**src/rtl/mem_arbiter.sv**
```systemverilog
// mem_arbiter
// Shares one single-port synchronous data memory between two requesters
// (port 0 = CPU, port 1 = auxiliary master) with round-robin arbitration
// and a req/ack handshake.
//
// Ports
//   clk, rst_n                : clock, synchronous active-low reset
//   reqK, weK, addrK, wdataK  : port K request, write enable, address, data
//   ackK                      : port K one-cycle completion pulse
//   rdataK                    : port K read data, held until next port K read
//   mem_we, mem_addr, mem_wdata : memory command (address/data held between accesses)
//   mem_rdata                 : memory read data, valid one cycle after address
//   busy                      : arbiter not idle
module mem_arbiter #(
   parameter int unsigned ADDR_WIDTH = 6,
   parameter int unsigned DATA_WIDTH = 16
) (
   input  logic                  clk,
   input  logic                  rst_n,
   input  logic                  req0,
   input  logic                  we0,
   input  logic [ADDR_WIDTH-1:0] addr0,
   input  logic [DATA_WIDTH-1:0] wdata0,
   output logic                  ack0,
   output logic [DATA_WIDTH-1:0] rdata0,
   input  logic                  req1,
   input  logic                  we1,
   input  logic [ADDR_WIDTH-1:0] addr1,
   input  logic [DATA_WIDTH-1:0] wdata1,
   output logic                  ack1,
   output logic [DATA_WIDTH-1:0] rdata1,
   output logic                  mem_we,
   output logic [ADDR_WIDTH-1:0] mem_addr,
   output logic [DATA_WIDTH-1:0] mem_wdata,
   input  logic [DATA_WIDTH-1:0] mem_rdata,
   output logic                  busy
);

   typedef enum logic [2:0] {
      IDLE,
      ISSUE0,
      ISSUE1,
      RESP0,
      RESP1
   } state_t;

   state_t                  state, state_nxt;
   logic                    last;       // port served most recently
   logic                    we_q;       // write enable of the access in flight
   logic [ADDR_WIDTH-1:0]   addr_q;
   logic [DATA_WIDTH-1:0]   wdata_q;
   logic [DATA_WIDTH-1:0]   rdata0_q;
   logic [DATA_WIDTH-1:0]   rdata1_q;
   logic                    elig0, elig1;

   always_ff @(posedge clk) begin
      if (!rst_n) begin
         state    <= IDLE;
         last     <= 1'b1;
         we_q     <= 1'b0;
         addr_q   <= '0;
         wdata_q  <= '0;
         rdata0_q <= '0;
         rdata1_q <= '0;
      end else begin
         state <= state_nxt;
         case (state)
            ISSUE0: begin
               last    <= 1'b0;
               we_q    <= we0;
               addr_q  <= addr0;
               wdata_q <= wdata0;
            end
            ISSUE1: begin
               last    <= 1'b1;
               we_q    <= we1;
               addr_q  <= addr1;
               wdata_q <= wdata1;
            end
            RESP0: if (!we_q) rdata0_q <= mem_rdata;
            RESP1: if (!we_q) rdata1_q <= mem_rdata;
            default: ;
         endcase
      end
   end

   always_comb begin
      elig0     = req0;
      elig1     = req1;
      state_nxt = state;
      mem_we    = 1'b0;
      mem_addr  = addr_q;
      mem_wdata = wdata_q;
      ack0      = 1'b0;
      ack1      = 1'b0;
      rdata0    = rdata0_q;
      rdata1    = rdata1_q;
      busy      = (state != IDLE);

      // the port just acknowledged still shows req this cycle; ignore it
      if (state == RESP0) elig0 = 1'b0;
      if (state == RESP1) elig1 = 1'b0;

      case (state)
         IDLE, RESP0, RESP1: begin
            if (elig0 && elig1)
               state_nxt = last ? ISSUE0 : ISSUE1;
            else if (elig0)
               state_nxt = ISSUE0;
            else if (elig1)
               state_nxt = ISSUE1;
            else
               state_nxt = IDLE;
         end
         ISSUE0: begin
            state_nxt = RESP0;
            mem_addr  = addr0;
            mem_wdata = wdata0;
            mem_we    = we0;
         end
         ISSUE1: begin
            state_nxt = RESP1;
            mem_addr  = addr1;
            mem_wdata = wdata1;
            mem_we    = we1;
         end
         default: state_nxt = IDLE;
      endcase

      if (state == RESP0) begin
         ack0 = 1'b1;
         if (!we_q) rdata0 = mem_rdata;
      end
      if (state == RESP1) begin
         ack1 = 1'b1;
         if (!we_q) rdata1 = mem_rdata;
      end

      // a reset arriving during ISSUE must not let the write commit at that edge
      if (!rst_n) mem_we = 1'b0;
   end

endmodule
```
**config.mk**
```make
export PLATFORM = sky130hd
export DESIGN_NAME = mem_arbiter
export DESIGN_NICKNAME = d
export VERILOG_FILES = /design/src/rtl/mem_arbiter.sv
export SDC_FILE = /design/constraint.sdc
export NUM_CORES = 1
export LEC_CHECK = 0
export BUFFER_PORTS_ARGS = -buffer_cell sky130_fd_sc_hd__buf_2
export CORE_ASPECT_RATIO = 0.5
export CORE_MARGIN = 4
export CORE_UTILIZATION = 50
export DETAILED_ROUTE_END_ITERATION = 8
export GPL_ROUTABILITY_DRIVEN = 0
export GPL_TIMING_DRIVEN = 0
export MAX_ROUTING_LAYER = met4
export PLACE_DENSITY = 0.95
export SLEW_MARGIN = 10
export SYNTH_ARGS = -nofsm -noshare
export SYNTH_HDL_FRONTEND = slang
export SYNTH_SLANG_ARGS = --single-unit
```
**constraint.sdc**
```tcl
create_clock -name clk -period 4.25 [get_ports clk]
set_clock_uncertainty 0.2 [all_clocks]
set_input_delay 0 -clock clk [delete_from_list [all_inputs] [get_ports clk]]
set_output_delay 0 -clock clk [all_outputs]
set_load 0.05 [all_outputs]
```
==> summary.md <==
| Metric | Value |
|---|---|
| Cell Area, Placed | 0.00335 mm2 |
| Critical path's slowest cell | dlygate4sd3_1 |
| Remaining antenna violation count | 0 |
| Worst path bufs/invs | 4 |
| Warnings from Yosys | 0 |
| HPWL after DPL | 5.49 mm |
| Number of max-cap violations | 0 |
| Cell variety after synth | 28 |
| Sequential power share | 0.351 |
| Crit-path max FO | 10 |
| Fin util | 0.848 |
| Initial antenna violation count | 1 |
| Skew-Pair Late Insertion Delay | 0.34 ns |
| I/O pin count | approximately 120 |
| Post-CTS resize count | 0 |
| Setup violators final | 0 |
| Fmax achieved | 326 MHz |
| Logic pwr share | 0.360 |
| Die width | between 100 and 150 um |
| P_int | about 1.1 mW |
| Mean Syn Cell Area | 10.8 um2 |
| P&R area growth vs syn | 61.0% |
| Cells after Synth | 244 |
| DRT iter0 DRCs | around 250 |
| Height of the die | between 50 and 60 um |
| DIE AREA | 0.00659 mm2 |
| WS Path Type | flop to flop |
| Total GRT Usage | 0.321 |
| GR Overflow Total | 0 |
| Net Sw Power | 670 uW |
| Synth top area share | 0.447 |
| Family with the most delay on the worst path | buffers and inverters |
| Number of synthesized flops with an enable pin | 0 |
| Mapped Nets | 310 |
| Routed WL | 10.3 mm |
| Nets | 515 |
| Post-synthesis sequential area ratio | 0.447 |
| Final Hold Fails | 0 |
| Core area | 0.00502 mm2 |
| # H-tree levels | 3 |
| Crit-path most repeated cell | dlygate4sd3_1 |
| Leak | ~1.9 nW |
| Largest net degree at the start of global routing | 11 |
| Post-CTS setup buffer count | 0 |
| Crit path cell chain | buf_2, nor2b_1, clkbuf_1, a22oi_1, dlygate4sd3_1, o2bb2ai_1, dlygate4sd3_1 |
| First-pass GRT wire length | 16.1 mm |
| Starting density of the core | 0.527 |
| DRT Pass-1 Iters | 7 |
| WL/cell | 19.6 um |
| Outcome | finished clean |
| Final Cell Area | ~0.0043 mm2 |
| HP Class | flop to flop |
| Placement Rows | 18 |
| Vias | ~3000 |
| WP data required | 4.33 ns |
| Sw Share | 0.380 |
| Clock sinks | 59 |
| Setup TNS | 0 ns |
| Via/cell ratio | 5.77 |
| Reg-to-reg slack, setup | approximately 1.2 ns |
| Root Driver | clkbuf_8 |
| VDD IR max | 0.000337 V |
| Synth top area cells | dfxtp_1 (45%), o2bb2ai_1 (15%), and2_1 (7.6%), a22oi_1 (6.5%), mux2_2 (6.4%) |
| Share of cells above drive strength 1 | 0.381 |
| RSZ-0062 raised after global routing | no |
| Pins Over Slew Limit | 0 |
| Longest Clk Path Bufs | 2 |
| CP arrival | 3.15 ns |
| Synth Flop Type | dfxtp_1 |
| DRC viols | 0 |
| PwrDens | 414 mW/mm2 |
| Critical path's largest stage delay | 0.60 ns |
| Leading area contributor after synthesis | dfxtp_1 |
| Post-route clock period utilization | 0.722 |
| Crit end category | flop |
| Post-Syn Area | 0.00265 mm2 |
| Ys async rst share | 0 |
| Synthesized flop and latch total | 59 |
| Clock transition at the registers of the reported paths | 0.07 ns |
| Worst Max-Slew Pin Slew | 0.576 ns |
| IO buf count | around 120 |
| Vias in the first global route | 3203 |
| CTS tree | built |
| Total CTS buffers | 9 |
| Max_slew headroom | 0.614 |
| Crit path time final | 3.07 ns |
| Clock network power share | 0.290 |
| Crit start category | flop |
-- final timing paths --
| kind | from | end | depth (start not counted) |
|---|---|---|---|
| worst min register to register | wdata_q[3] | wdata_q[3] | 1 |
| worst min-delay path | wdata_q[3] | wdata_q[3] | 1 |
| worst max register to register | state[1] | wdata_q[7] | 7 |
| worst max-delay path | state[1] | wdata_q[7] | 7 |
-- cell usage after synthesis (2+ instances only) --
cell type and n:
mux2_4 10, nor2b_1 4, nand2_1 4, dfxtp_1 59
nor3_1 3, mux2_1 7, a22oi_1 23, o2bb2ai_1 45
inv_1 4, nand3_1 2, a21oi_1 3, buf_2 5
mux2_2 15, clkbuf_1 13, nor2_1 2, o21ai_0 2
and2_1 32
-- power groups by stage --
stage	registers [mW]	logic (mW)	clock network (mW)
finish	0.618	0.635	0.511
global route	0.621	0.662	0.537
CTS	0.614	0.608	0.504
detailed placement	0.625	0.531	0
global placement	0.623	0.519	0
floorplan	0.619	0.400	0
-- area by class of cell --
class,count,area [um2]
multi-input cells,160,1340
repair buffers,194,1330
flip-flops and latches,59,1180
fillers,251,764
clock buffers,11,141
plain buffers,21,108
well taps,70,87.6
clock inverters,5,52.6
inverters,4,15.0
diodes,2,5.00
-- worst reg2reg max path: cells and delay by family (launching register included) --
kind / cells / cell delay [ns]
AO/OA/AOI/OAI: 2 / 0.38
AND/OR/NAND/NOR: 1 / 0.31
buffers and inverters: 4 / 1.81
flip-flops: 1 / 0.32
-- cells by family after synthesis --
logic type / count (synthesis) / share of synthesized area
AO/OA/AOI/OAI: 75 / 0.229
flip-flops: 59 / 0.447
AND/OR/NAND/NOR: 52 / 0.124
multiplexers: 32 / 0.150
buffers and inverters: 25 / 0.0464
XOR/XNOR: 1 / 0.00331
-- sequential cells by signal, indices dropped and copies added (netlist names) --
signal,cells
addr_q,6
state,3
rdata0_q,16
last,1
we_q,1
wdata_q,16
rdata1_q,16
-- cell usage in the layout, fill, tap and decap left out, types with 2 or more instances in the layout --
cell type and n:
a21oi_1 3, a22oi_1 23, and2_1 32, buf_2 128
clkbuf_1 14, clkbuf_8 10, clkinv_2 3, dfxtp_1 59
diode_2 2, dlygate4sd3_1 71, inv_1 4, mux2_1 7
mux2_2 15, mux2_4 10, nand2_1 4, nand3_1 2
nor2_1 2, nor2b_1 4, nor3_1 3, o21ai_0 2
o2bb2ai_1 45
-- per-stage QoR --
step / worst slack [ns] / hold slack (ns) / instances / total power [mW]
4_1_cts: 1.31 / 0.267 / 524 / 1.73
3_5_place_dp: 2.16 / 0.0928 / 437 / 1.16
6_report: 1.18 / 0.269 / 526 / 1.76
3_3_place_gp: 2.21 / 0.0879 / 437 / 1.14
5_1_grt: 1.04 / 0.282 / 525 / 1.82
2_1_floorplan: 2.14 / -0.0783 / 244 / 1.02
-- per-layer routing --
layer  track usage  vias up  wire length, um
li1              -     1326                -
met1         0.332     1440             3840
met2         0.565      200             5090
met3        0.0826       68              756
met4         0.202        0              644
met5             -        -                0
-- timing repair --
action	4_1_cts	5_1_grt
endpoints found under the hold margin	59	0
setup endpoints to repair	0	0
hold buffers	71	0
Power figures use the tool's default switching activity.
